[src/rtl/adsr_envelope_vca_pkg.sv]
// Shared definitions for the NCO -> envelope/VCA signal chain.
// NCO waveform selects and envelope state encodings live side by side so that
// NCO-side monitors can decode both without pulling in either RTL module.
package adsr_envelope_vca_pkg;

    // NCO waveform selects
    localparam logic [1:0] WAVE_SAW      = 2'd0;
    localparam logic [1:0] WAVE_SQUARE   = 2'd1;
    localparam logic [1:0] WAVE_TRIANGLE = 2'd2;
    localparam logic [1:0] WAVE_SINE     = 2'd3;

    // Envelope FSM state encodings (3-bit, visible on env_state)
    localparam logic [2:0] ENV_IDLE    = 3'd0;
    localparam logic [2:0] ENV_ATTACK  = 3'd1;
    localparam logic [2:0] ENV_DECAY   = 3'd2;
    localparam logic [2:0] ENV_SUSTAIN = 3'd3;
    localparam logic [2:0] ENV_RELEASE = 3'd4;

    // Rising edge of a level signal against its previous sampled value
    function automatic logic rise_edge(input logic level, input logic level_prev);
        return level & ~level_prev;
    endfunction

endpackage

[src/rtl/adsr_envelope_vca_envelope_vca.sv]
// Registered VCA stage: scales an offset-binary sample about midscale by an
// unsigned gain. Output and its valid pulse update only on sample strobes.
module envelope_vca #(
    parameter int BIT_DEPTH = 8
) (
    input  logic                 clk,
    input  logic                 reset,
    input  logic                 sample_en,
    input  logic [BIT_DEPTH-1:0] sample_in,
    input  logic [BIT_DEPTH-1:0] gain,
    output logic [BIT_DEPTH-1:0] sample_out,
    output logic                 out_valid
);

    localparam logic [BIT_DEPTH-1:0] MIDSCALE = {1'b1, {(BIT_DEPTH-1){1'b0}}};

    logic signed [BIT_DEPTH:0]     centred;
    logic signed [2*BIT_DEPTH:0]   centred_x;
    logic signed [2*BIT_DEPTH:0]   gain_x;
    logic signed [2*BIT_DEPTH:0]   product;
    logic        [BIT_DEPTH-1:0]   sample_out_d;
    logic        [BIT_DEPTH-1:0]   sample_out_q;
    logic                          out_valid_q;

    // Remove the midscale offset so silence sits at zero.
    assign centred   = $signed({1'b0, sample_in}) - $signed({1'b0, MIDSCALE});

    // Both operands widened to the full product width: the gain is unsigned,
    // so the true product always fits in 2*BIT_DEPTH+1 signed bits.
    assign centred_x = {{BIT_DEPTH{centred[BIT_DEPTH]}}, centred};
    assign gain_x    = {{(BIT_DEPTH+1){1'b0}}, gain};
    assign product   = centred_x * gain_x;

    // Arithmetic shift floors toward -inf; re-adding midscale cannot overflow
    // because |product >>> BIT_DEPTH| never exceeds 2**(BIT_DEPTH-1).
    assign sample_out_d = BIT_DEPTH'(product >>> BIT_DEPTH) + MIDSCALE;

    // Capture the scaled sample on each strobe; valid pulses only on strobes.
    // NOTE: clocked state uses non-blocking (<=) so every register samples
    // pre-edge values regardless of the order the always blocks are evaluated.
    always_ff @(posedge clk or posedge reset) begin
        if (reset) begin
            sample_out_q <= MIDSCALE;
            out_valid_q  <= 1'b0;
        end else begin
            out_valid_q <= sample_en;
            if (sample_en) begin
                sample_out_q <= sample_out_d;
            end
        end
    end

    assign sample_out = sample_out_q;
    assign out_valid  = out_valid_q;

endmodule

[src/rtl/adsr_envelope_vca.sv]
// ADSR amplitude envelope driven by a level-sensitive note gate, applied to
// the NCO sample stream through a registered VCA. All state advances only on
// sample-rate strobes; the envelope accumulator is wider than the gain so slow
// rates still make progress.
module adsr_envelope_vca
    import adsr_envelope_vca_pkg::*;
#(
    parameter int BIT_DEPTH = 8,
    parameter int ENV_WIDTH = 16
) (
    input  logic                 clk,
    input  logic                 reset,
    input  logic                 sample_en,
    input  logic [BIT_DEPTH-1:0] sample_in,
    input  logic                 gate,
    input  logic [ENV_WIDTH-1:0] attack_inc,
    input  logic [ENV_WIDTH-1:0] decay_dec,
    input  logic [BIT_DEPTH-1:0] sustain_level,
    input  logic [ENV_WIDTH-1:0] release_dec,
    output logic [BIT_DEPTH-1:0] sample_out,
    output logic                 out_valid,
    output logic [BIT_DEPTH-1:0] env_level,
    output logic [2:0]           env_state,
    output logic                 active
);

    localparam logic [ENV_WIDTH-1:0] ENV_MAX = '1;

    logic [2:0]           state_q, state_d;
    logic [ENV_WIDTH-1:0] env_q, env_d;
    logic                 gate_prev_q;

    logic [ENV_WIDTH-1:0] sustain_target;
    logic [ENV_WIDTH:0]   attack_sum;
    logic [ENV_WIDTH:0]   decay_diff;
    logic [ENV_WIDTH:0]   release_diff;
    logic                 attack_done;
    logic                 decay_done;
    logic                 release_done;
    logic                 gate_rise;

    // Sustain target: sustain_level occupies the gain bits, fraction is zero.
    assign sustain_target = {sustain_level, {(ENV_WIDTH-BIT_DEPTH){1'b0}}};

    // One extra bit on each step captures carry (saturate) or borrow (clamp).
    assign attack_sum   = {1'b0, env_q} + {1'b0, attack_inc};
    assign decay_diff   = {1'b0, env_q} - {1'b0, decay_dec};
    assign release_diff = {1'b0, env_q} - {1'b0, release_dec};

    // Phase completion: a zero rate means "jump straight to the target".
    // A decay that starts at or below the target also completes at once,
    // since env - dec is then already <= target (or borrows).
    assign attack_done  = (attack_inc == '0) || attack_sum[ENV_WIDTH] ||
                          (attack_sum[ENV_WIDTH-1:0] == ENV_MAX);
    assign decay_done   = (decay_dec == '0) || decay_diff[ENV_WIDTH] ||
                          (decay_diff[ENV_WIDTH-1:0] <= sustain_target);
    assign release_done = (release_dec == '0) || release_diff[ENV_WIDTH] ||
                          (release_diff[ENV_WIDTH-1:0] == '0);

    // Retrigger only on a fresh note-on seen across two consecutive ticks.
    assign gate_rise = rise_edge(gate, gate_prev_q);

    // Envelope next-state: gate release preempts any envelope step.
    // NOTE: every signal assigned here gets a default first, so no path can
    // leave it unassigned and infer a latch.
    always_comb begin
        state_d = state_q;
        env_d   = env_q;
        case (state_q)
            ENV_IDLE: begin
                if (gate) begin
                    state_d = ENV_ATTACK;
                end
            end
            ENV_ATTACK: begin
                if (!gate) begin
                    state_d = ENV_RELEASE;
                end else if (attack_done) begin
                    env_d   = ENV_MAX;
                    state_d = ENV_DECAY;
                end else begin
                    env_d = attack_sum[ENV_WIDTH-1:0];
                end
            end
            ENV_DECAY: begin
                if (!gate) begin
                    state_d = ENV_RELEASE;
                end else if (decay_done) begin
                    env_d   = sustain_target;
                    state_d = ENV_SUSTAIN;
                end else begin
                    env_d = decay_diff[ENV_WIDTH-1:0];
                end
            end
            ENV_SUSTAIN: begin
                if (!gate) begin
                    state_d = ENV_RELEASE;
                end else begin
                    env_d = sustain_target;
                end
            end
            ENV_RELEASE: begin
                if (gate_rise) begin
                    state_d = ENV_ATTACK;
                end else if (release_done) begin
                    env_d   = '0;
                    state_d = ENV_IDLE;
                end else begin
                    env_d = release_diff[ENV_WIDTH-1:0];
                end
            end
            default: begin
                env_d   = '0;
                state_d = ENV_IDLE;
            end
        endcase
    end

    // Envelope registers advance only on ticks; reset aborts a note with no release.
    always_ff @(posedge clk or posedge reset) begin
        if (reset) begin
            state_q     <= ENV_IDLE;
            env_q       <= '0;
            gate_prev_q <= 1'b0;
        end else if (sample_en) begin
            state_q     <= state_d;
            env_q       <= env_d;
            gate_prev_q <= gate;
        end
    end

    // Gain presented to the VCA is the pre-update envelope of this tick.
    assign env_level = env_q[ENV_WIDTH-1 -: BIT_DEPTH];
    assign env_state = state_q;
    assign active    = (state_q != ENV_IDLE);

    envelope_vca #(
        .BIT_DEPTH (BIT_DEPTH)
    ) u_vca (
        .clk        (clk),
        .reset      (reset),
        .sample_en  (sample_en),
        .sample_in  (sample_in),
        .gain       (env_level),
        .sample_out (sample_out),
        .out_valid  (out_valid)
    );

endmodule
[config.mk]
export PLATFORM = sky130hd
export DESIGN_NAME = adsr_envelope_vca
export DESIGN_NICKNAME = d
export VERILOG_FILES = /design/src/rtl/adsr_envelope_vca_pkg.sv /design/src/rtl/adsr_envelope_vca_envelope_vca.sv /design/src/rtl/adsr_envelope_vca.sv
export SDC_FILE = /design/constraint.sdc
export NUM_CORES = 1
export LEC_CHECK = 0
export BUFFER_PORTS_ARGS = -buffer_cell sky130_fd_sc_hd__buf_4
export CAP_MARGIN = 15
export CORE_MARGIN = 2
export CORE_UTILIZATION = 61
export CTS_BUF_LIST = sky130_fd_sc_hd__clkbuf_8 sky130_fd_sc_hd__clkbuf_16
export CTS_CLUSTER_DIAMETER = 50
export CTS_CLUSTER_SIZE = 24
export DETAILED_ROUTE_END_ITERATION = 8
export GPL_TIMING_DRIVEN = 0
export PLACE_DENSITY = 0.84
export SETUP_SLACK_MARGIN = 0.1
export SYNTH_ARGS = -nofsm -noshare
export SYNTH_HDL_FRONTEND = slang
export SYNTH_SLANG_ARGS = --single-unit
[constraint.sdc]
create_clock -name clk -period 5.6 [get_ports clk]
set_clock_uncertainty 0.2 [all_clocks]
set_input_delay 0.28 -clock clk [delete_from_list [all_inputs] [get_ports clk]]
set_output_delay 0.28 -clock clk [all_outputs]
set_load 0.03 [all_outputs]
# ---- After elaboration in Yosys (flattened, before gate mapping)
# Index checks and enable logic that the tools add are counted.
dict set report totals {
  latchBits 0
  ramBits 0
  mem_count 0
  regBits 29
  out_inout_bits 21
  word_cells 60
  rom_bits 0
}
dict set report classes {
  n_reduce_logical 14
  shifts 0
  order_cmp 1
  n_mul 1
  bitwise 3
  div_mod_pow 0
  add_sub_neg 5
  eq_ne 14
  muxes 17
}
# cell n
set ops {}
lappend ops {{16-bit two-way mux} 7}
lappend ops {{16-bit case mux with 5 select lines} 1}
lappend ops {{16-bit zero test} 4}
lappend ops {{16-bit by 16-bit subtractor with 17-bit output} 2}
lappend ops {{3-bit two-way mux} 8}
lappend ops {{16-bit by 16-bit adder with 17-bit output} 1}
lappend ops {{16-bit == test, second input constant} 1}
lappend ops {{16-bit <= comparator} 1}
lappend ops {{9-bit by 9-bit multiplier with 16-bit output} 1}
lappend ops {{3-bit case mux with 5 select lines} 1}
lappend ops {{2-bit inequality test, second input constant} 6}
lappend ops {{6-bit AND reduction} 2}
lappend ops {{3-bit inequality test, second input constant} 3}
lappend ops {{8-bit by 8-bit subtractor with 9-bit output, second input constant} 1}
lappend ops {{8-bit adder, second input constant} 1}
lappend ops {{3-bit by 2-bit == test with 1-bit output, second input constant} 2}
lappend ops {{1-bit logical OR} 6}
lappend ops {{3-bit by 1-bit == test with 1-bit output, second input constant} 1}
lappend ops {{3-bit == test, second input constant} 1}
lappend ops {{3-bit zero test} 1}
lappend ops {{3-bit nonzero test} 1}
lappend ops {{1-bit inverter} 2}
lappend ops {{1-bit AND} 1}

# ---- Logic depth before layout (Yosys ltp)
# Gate-level depths: netlist of the first run.
dict set report logic_depth {
  word_depth 6
  mapped_depth 20
  ltp_nobuf 19
}

# ---- By module
# A second synthesis of the first run with hierarchy kept.
dict set report unflattened {
  hier_cells 854
  hier_area_um2 6827.8
}
# mod cells_per_inst n_inst area_per_inst_um2
set modules_own_cells {}
lappend modules_own_cells {adsr_envelope_vca 559 1 4142.7}
lappend modules_own_cells {envelope_vca 295 1 2685.1}

# ---- Least setup slack after synthesis of the first run
# No wires, ideal clock.
dict set report synth_path {
  kind {reg-to-reg}
  from {register env_q[9]}
  to {register u_vca.sample_out_q[7] (netlist: u_vca.sample_out[7])}
  path_stages_with_launch 17
  slack_ns 0.487
  setup_time_ns 0.082
  path_buffers 1
  required_time_ns 5.318
  arrival_time_ns 4.831
  path_cell_list {dfrtp_1 clkbuf_1 nor2b_1 fa_1 fa_1 inv_1 fa_1 fa_1 inv_1 ha_1 and3_1 a21oi_1 o21ai_0 o41ai_1 o21ai_0 xnor2_1 mux2_2}
}
dict set report synth_via {
  elab_chain_len 2
}
# item line
set synth_lines {}
lappend synth_lines {{start: declaration} adsr_envelope_vca.sv:30} ;# logic [ENV_WIDTH-1:0] env_q, env_d;
lappend synth_lines {{start signal: assignment} adsr_envelope_vca.sv:127} ;# env_q <= env_d;
lappend synth_lines {{9-bit by 9-bit multiplier with 16-bit output} adsr_envelope_vca_envelope_vca.sv:32} ;# assign product = centred_x * gain_x;
lappend synth_lines {{8-bit adder} adsr_envelope_vca_envelope_vca.sv:36} ;# assign sample_out_d = BIT_DEPTH'(product >>> BIT_DEPTH) + MIDSCALE;
lappend synth_lines {{end signal: assignment} adsr_envelope_vca_envelope_vca.sv:48} ;# sample_out_q <= sample_out_d;
lappend synth_lines {{end: declaration} adsr_envelope_vca_envelope_vca.sv:22} ;# logic [BIT_DEPTH-1:0] sample_out_q;
# No other way between the ends.
# A chain may end at the register's enable or synchronous reset.

# ---- Worst setup path in the final report of the first run
dict set report layout_path {
  from {register env_q[12]}
  to {register u_vca.sample_out_q[7] (netlist: u_vca.sample_out[7])}
}
# Same word-level chain as after synthesis.

==> impl_results.md, run 1 <==
* Sequential area share after synthesis at 0.110
* Cells after synthesis at 813
* TritonCTS Sinks at 29
* Tmin final at 5.38 ns
* CTS HTree Levels at 2
* Vias in the first global route at 6588
* Hpwl dp at 16200 µm
* Later-pin clock latency in the skew report at 0.29 ns
* RSZ-0062 raised after global routing: no
* Nets@finish at 1124
* Crit path launch type: flop
* VDD IR max at 0.601 mV
* Crit path kind: reg2reg
* Leakage at 0.00387 µW
* Layout cells sized above 1 at 0.161
* Total GRT Usage at 0.345
* Cell Rows at 37
* Initial antenna violation count at 0
* Fraction of registers with async set/reset at 1.00
* Critical path's most frequent cell: fa_1
* Core Region at 10400 µm²
* IO buf count at 88
* Status: finished, final reports clean
* Fin. Hold Viols at 0
* Number of buffers and inverters on the critical path at 3
* Chip Width at 108 µm
* Post-Route WL at 20000 µm
* First-pass GRT wire length at 31300 µm
* Die height at 108 µm
* Routed Antenna Nets at 0
* Syn Std Cell Area at 6590 µm²
* Max cap viols at 0
* # IOs at 89
* Pin count of the biggest net entering global routing at 30
* Area of the multi-input gates at 5270 µm²
* Final period utilization at 0.960
* Initial DRC Count at 445
* CTS tree: done
* CTS root buffer: clkbuf_8
* Min-Delay Path Class: in2reg
* Reg area at 732 µm²
* Arr. time, crit path at 5.39 ns
* Power Dens Cells at 595 nW/µm²
* Synth unique cells at 70
* Initial Util at 0.633
* Worst Setup End Kind: flop
* Avg Vias per Cell at 6.28
* Cell Area, Placed at 7420 µm²
* CP max FO at 9
* DR pass1 iterations at 6
* Mean post-synth cell area at 8.10 µm²
* Required @ worst endpoint at 5.61 ns
* Total gr overflow at 0
* CTS Buf Count at 5
* Most used DFF post-synth: dfrtp_1
* DR DRC count at 0
* Final Max Tran Viols at 0
* GPL Wtd Cong at 0.971
* Design area at 7690 µm²
* Longest Clk Path Bufs at 2
* DR WL/cell at 19.0 µm
* Syn nets at 1018
* CP Cell Sequence: clkbuf_1 -> nand2_1 -> fa_1 -> fa_1 -> fa_1 -> fa_1 -> inv_1 -> ha_1 -> and3_1 -> a21oi_1 -> o21ai_2 -> o41ai_2 -> buf_4 -> o21ai_0 -> xnor2_1 -> mux2_2
* Area Growth Syn to Fin at 16.8%
* # setup viols final at 0
* Via count at 6631
* Total chip power at 4580 µW
* Worst Tran Pin Value at 0.849 ns
* Final antenna diode count at 0
* Synthesized flop and latch total at 29
* Synth warn at 0
* CP peak stage delay at 0.56 ns
* Slowest CP cell: dfrtp_1
* Cell family with most CP delay: adder cells
* Die area at 11600 µm²
* Worst-path clk slew at 0.07 ns
* Post-synth EDFFs at 0
* Achievable Freq at 186 MHz
* Worst slew margin at 0.425
* Layout fillers at 779
cell usage in the layout (no fill, tap or decap), types with 8 or more instances in the layout:
master and count:
and2_1 27, nand2b_1 8, xor2_1 18, o21a_1 12, inv_1 134, fa_1 53, nand3_1 17, nor2_1 35
clkbuf_1 14, nand2_1 62, buf_4 104, nor4_1 13, a21oi_1 55, a21o_1 13, mux2_2 8, dfrtp_1 24
nor3_1 11, o21ai_0 30, a211oi_1 8, nor2b_1 15, ha_1 83, xnor2_1 31
layout make-up:
cell class,count,share of cell area
flip-flops and latches,29,0.0951
plain buffers,26,0.0176
repair buffers,99,0.0998
inverters,133,0.0649
clock inverters,2,0.00439
multi-input cells,625,0.685
clock buffers,6,0.0107
well taps,136,0.0221
report_power, final:
part / internal, µW / total [µW] / switching (µW)
clock: 143 / 229 / 85.5
sequential: 313 / 489 / 176
combinational: 1650 / 3860 / 2210
sequential cells by signal, summed over array words and instances, names as in the netlist:
signal,count
env_q,16
u_vca.sample_out,8
env_state,3
gate_prev_q,1
u_vca.out_valid,1
repair_timing:
item                                    4_1_cts  5_1_grt
hold endpoints to repair                      1       13
endpoints found under the setup margin       19        9
hold buffers                                  1        1
pin swaps                                     2        0
setup buffers                                 5        3
gates resized for setup                       9       12
worst reg2reg max path, stage by stage (launching register included):
cell      delay (ns)
dfrtp_1         0.56
clkbuf_1        0.39
nand2_1         0.14
fa_1            0.56
fa_1            0.45
fa_1            0.53
fa_1            0.55
inv_1           0.05
ha_1            0.34
and3_1          0.19
a21oi_1         0.16
o21ai_2         0.12
o41ai_2         0.30
buf_4           0.18
o21ai_0         0.13
xnor2_1         0.17
mux2_2          0.27
Yosys cell counts, types with 11 or more instances:
cell type  number  share of area
a21o_1         13          0.015
a21oi_1        55          0.042
and2_1         27          0.026
clkbuf_1       18          0.010
dfrtp_1        28           0.11
fa_1           54           0.16
ha_1           83           0.16
inv_1         133          0.076
nand2_1        62          0.035
nand3_1        17          0.013
nor2_1         35          0.020
nor2b_1        16          0.015
nor3_1         11         0.0084
nor4_1         13          0.012
o21a_1         12          0.014
o21ai_0        31          0.024
xnor2_1        31          0.041
xor2_1         18          0.024
logic make-up (layout without fill, tap and decap cells):
group	Yosys count	in the layout	synth area share
AO/OA/AOI/OAI	203	203	0.213
flip-flops	29	29	0.110
adder cells (fa/ha/maj)	137	137	0.322
buffers and inverters	159	266	0.0951
AND/OR/NAND/NOR	224	224	0.175
multiplexers	12	12	0.0198
XOR/XNOR	49	49	0.0651
final timing paths:
path                                            startpoint                         endpoint  slack, ns  depth (start not counted)
max                                  env_q[12]$_DFFE_PP0P_  u_vca.sample_out[7]$_DFFE_PP1P_       0.22                         16
max reg2reg                          env_q[12]$_DFFE_PP0P_  u_vca.sample_out[7]$_DFFE_PP1P_       0.22                         16
min reg2reg                u_vca.sample_out[3]$_DFFE_PP0P_  u_vca.sample_out[3]$_DFFE_PP0P_       0.29                          2
max in group asynchronous                            reset  u_vca.sample_out[7]$_DFFE_PP1P_       4.12                          4
min                                                   gate          gate_prev_q$_DFFE_PP0P_       0.09                          2
min in group asynchronous                            reset         env_state[1]$_DFFE_PP0P_       0.48                          3
routing by layer:
layer	global-route usage	up-vias	routed length, µm
met3	0.0398	89	1300
li1	-	3033	-
met4	0.158	0	1070
met5	0	-	0
met2	0.631	315	10200
met1	0.403	3194	7510
per-stage QoR:
| step | utilization | cells | worst slack, ns | setup TNS (ns) | hold slack (ns) |
|---|---|---|---|---|---|
| after floorplan | - | 813 | 0.487 | 0 | 0.111 |
| after global placement | 0.712 | 1037 | -0.325 | -0.699 | 0.208 |
| after detailed placement | 0.712 | 1037 | -0.502 | -1.81 | 0.210 |
| after CTS | 0.730 | 1051 | 0.0979 | 0 | 0.0875 |
| after global routing | 0.739 | 1056 | 0.0912 | 0 | 0.113 |
| final | 0.739 | 1056 | 0.224 | 0 | 0.0924 |
Power figures use the tool's default switching activity.
==> inputs of run 2 (changes only) <==
--- a/config.mk
+++ b/config.mk
@@ -15,6 +15,7 @@
 export DETAILED_ROUTE_END_ITERATION = 8
 export GPL_TIMING_DRIVEN = 0
 export PLACE_DENSITY = 0.84
+export RECOVER_POWER = 100
 export SETUP_SLACK_MARGIN = 0.1
 export SYNTH_ARGS = -nofsm -noshare
 export SYNTH_HDL_FRONTEND = slang
==> impl_results.md, run 2 (synthesis results as in run 1) <==
* Sequential share of power at 0.108 (about the same)
* Longest Clk Path Bufs at 2 (unchanged)
* CTS root buffer: clkbuf_8
* Worst slack, placed at -0.502 ns (unchanged)
* WHS at 0.0968 ns (+0.00446 ns)
* Most flop-heavy register: env_q
* Core Region at 10400 µm² (unchanged)
* Post-Route WL at 20000 µm (about the same)
* DR WL/cell at 19.0 µm (about the same)
* CP max FO at 5 (-4)
* Crit path kind: reg2reg
* Max reg flops at 16 (unchanged)
* Clock network power share at 0.051 (about the same)
* Power Dens Cells at 596 nW/µm² (+0.11%)
* Layout fillers at 808 (+3.7%)
* RSZ-0062 raised after global routing: no
* Max cap viols at 0 (unchanged)
* Switch Pwr at 2470 µW (-0.24%)
* P_int at 2060 µW (-2.3%)
* Crit path setup slack, layout at 0.123 ns (-0.101 ns)
* Worst-path clk slew at 0.07 ns (about the same)
* Die area at 11600 µm² (unchanged)
* Layout cells sized above 1 at 0.140 (-0.0207)
* Net Sw Frac at 0.546 (+0.00509)
* Cell Rows at 37 (unchanged)
* Slowest CP cell: or4_1
* GPL Wtd Cong at 0.971 (unchanged)
* TritonCTS Sinks at 29 (unchanged)
* Nets@finish at 1124 (unchanged)
* Area Growth Syn to Fin at 15.3%
* Initial Util at 0.633 (unchanged)
* Min-Delay Path Class: in2reg
* Later-pin clock latency in the skew report at 0.29 ns (about the same)
* DR pass1 iterations at 5 (-1)
* Vias in the first global route at 6588 (unchanged)
* Initial DRC Count at 420 (-5.6%)
* Achievable Freq at 183 MHz (-1.8%)
* Reg area at 732 µm² (unchanged)
* Total GRT Usage at 0.345 (unchanged)
* CTS HTree Levels at 2 (unchanged)
* First-pass GRT wire length at 31300 µm (unchanged)
* Avg Vias per Cell at 6.27 (-0.23%)
* Total gr overflow at 0 (unchanged)
* Hpwl dp at 16200 µm (unchanged)
* Worst Setup End Kind: flop
* Die height at 108 µm (unchanged)
* Status: finished, final reports clean
* Leakage at 0.00379 µW (-1.9%)
* Fin. Hold Viols at 0 (unchanged)
* Worst Tran Pin Value at 0.885 ns (+0.0362 ns)
* Pin count of the biggest net entering global routing at 30 (unchanged)
* CP peak stage delay at 0.56 ns (about the same)
* CP Cell Sequence: ha_1 -> a21o_1 -> a21oi_1 -> nor3b_1 -> a21oi_1 -> a311o_1 -> a21oi_1 -> xnor2_1 -> ha_1 -> nand4_1 -> or4_1 -> or4_4 -> o311ai_4 -> clkbuf_1 -> nor2_2 -> a222oi_1 -> o21ai_0
* Required @ worst endpoint at 5.55 ns (-0.06 ns)
* DR DRC count at 0 (unchanged)
* Most frequent cells in the layout: inv_1 (134), ha_1 (83), buf_4 (80), nand2_1 (62), a21oi_1 (55)
* Area of the multi-input gates at 5260 µm² (-0.24%)
* Via count at 6616 (-0.23%)
* Most common cell after layout, fill and taps aside: inv_1
* Critical path's most frequent cell: a21oi_1
* Combinational Power Share at 0.841 (-0.002)
* Arr. time, crit path at 5.43 ns (+0.04 ns)
* Worst slew margin at 0.401 (-0.0245)
* CTS tree: done
* Tmin final at 5.48 ns (+0.101 ns)
* Final period utilization at 0.978 (+0.0180)
* IO buf count at 88 (unchanged)
* # setup viols final at 0 (unchanged)
* CTS Buf Count at 5 (unchanged)
* Routed Antenna Nets at 0 (unchanged)
* Final Max Tran Viols at 0 (unchanged)
* VDD IR max at 0.598 mV (-0.49%)
* Initial antenna violation count at 0 (unchanged)
* Final antenna diode count at 0 (unchanged)
* # IOs at 89 (unchanged)
* Chip Width at 108 µm (unchanged)
* Crit path launch type: flop
run 2: cell count changes in the layout (fill, tap and decap cells not counted):
cell,before,now
a221oi_2,1,0
o21ai_0,30,32
clkbuf_1,14,31
a221oi_1,4,5
clkbuf_4,1,8
o221ai_2,1,0
buf_4,104,80
clkbuf_2,1,2
o21ai_1,3,1
o221ai_1,2,3
buf_16,1,0
run 2: path summary, 6_finish.rpt:
kind | startpoint | to | slack (ns) | cells after the start
worst max register to register | env_q[8]$_DFFE_PP0P_ | env_q[11]$_DFFE_PP0P_ | 0.12 | 17
worst max-delay path | env_q[8]$_DFFE_PP0P_ | env_q[11]$_DFFE_PP0P_ | 0.12 | 17
max in group asynchronous | reset | env_q[8]$_DFFE_PP0P_ | 3.50 | 4
worst min-delay path | gate | gate_prev_q$_DFFE_PP0P_ | 0.1 | 2
worst min register to register | u_vca.sample_out[3]$_DFFE_PP0P_ | u_vca.sample_out[3]$_DFFE_PP0P_ | 0.29 | 2
min in group asynchronous | reset | env_state[1]$_DFFE_PP0P_ | 0.43 | 3
run 2: layout make-up:
type	instances	share of cell area
Clock inverter	2	0.00445
Tap cell	136	0.0224
Sequential cell	29	0.0964
Clock buffer	6	0.0109
Buffer	26	0.0175
Inverter	133	0.0657
Multi-Input combinational cell	625	0.693
Timing Repair Buffer	99	0.0901
run 2: power by group through the flow:
| stage | registers (µW) | clock network, µW | logic, µW |
|---|---|---|---|
| 6_report | 488 | 230 | 3810 |
| 5_1_grt | 493 | 238 | 4190 |
| 4_1_cts | 484 | 228 | 3780 |
| 3_5_place_dp | 487 | 0 | 3710 |
| 3_3_place_gp | 484 | 0 | 3540 |
| 2_1_floorplan | 472 | 0 | 2780 |
run 2: metrics by stage:
step,cells,total power (µW),TNS [ns],utilization,cell area (µm²)
2_1_floorplan,813,3250,0,-,6590
4_1_cts,1051,4490,0,0.730,7610
6_report,1056,4520,0,0.729,7600
3_3_place_gp,1037,4020,-0.699,0.712,7420
5_1_grt,1056,4930,0,0.729,7600
3_5_place_dp,1037,4200,-1.81,0.712,7420
run 2: worst max-delay path, delay by kind of cell (launching register included):
kind                       cells  cell delay [ns]
DFF                            1             0.50
AOI/OAI and AO/OA              8             2.01
adders and majority gates      2             0.69
xor gates and xnor gates       1             0.12
and+or+nand+nor                5             1.57
buffers and inverters          1             0.26
run 2: repair_timing:
| action | CTS | global route |
|---|---|---|
| buffers inserted | 5 | 3 |
| resized for setup | 9 | 12 |
| endpoints found under the hold margin | 1 | 13 |
| pin swaps | 2 | 0 |
| hold buffers | 1 | 1 |
| setup endpoints to repair | 19 | 9 |
run 2: metal layers:
metal / global-route usage / routed length (µm) / vias up
met4: 0.158 / 1090 / 0
met5: 0 / 0 / -
met2: 0.631 / 10200 / 293
met3: 0.0398 / 1140 / 92
met1: 0.403 / 7640 / 3200
li1: - / - / 3031
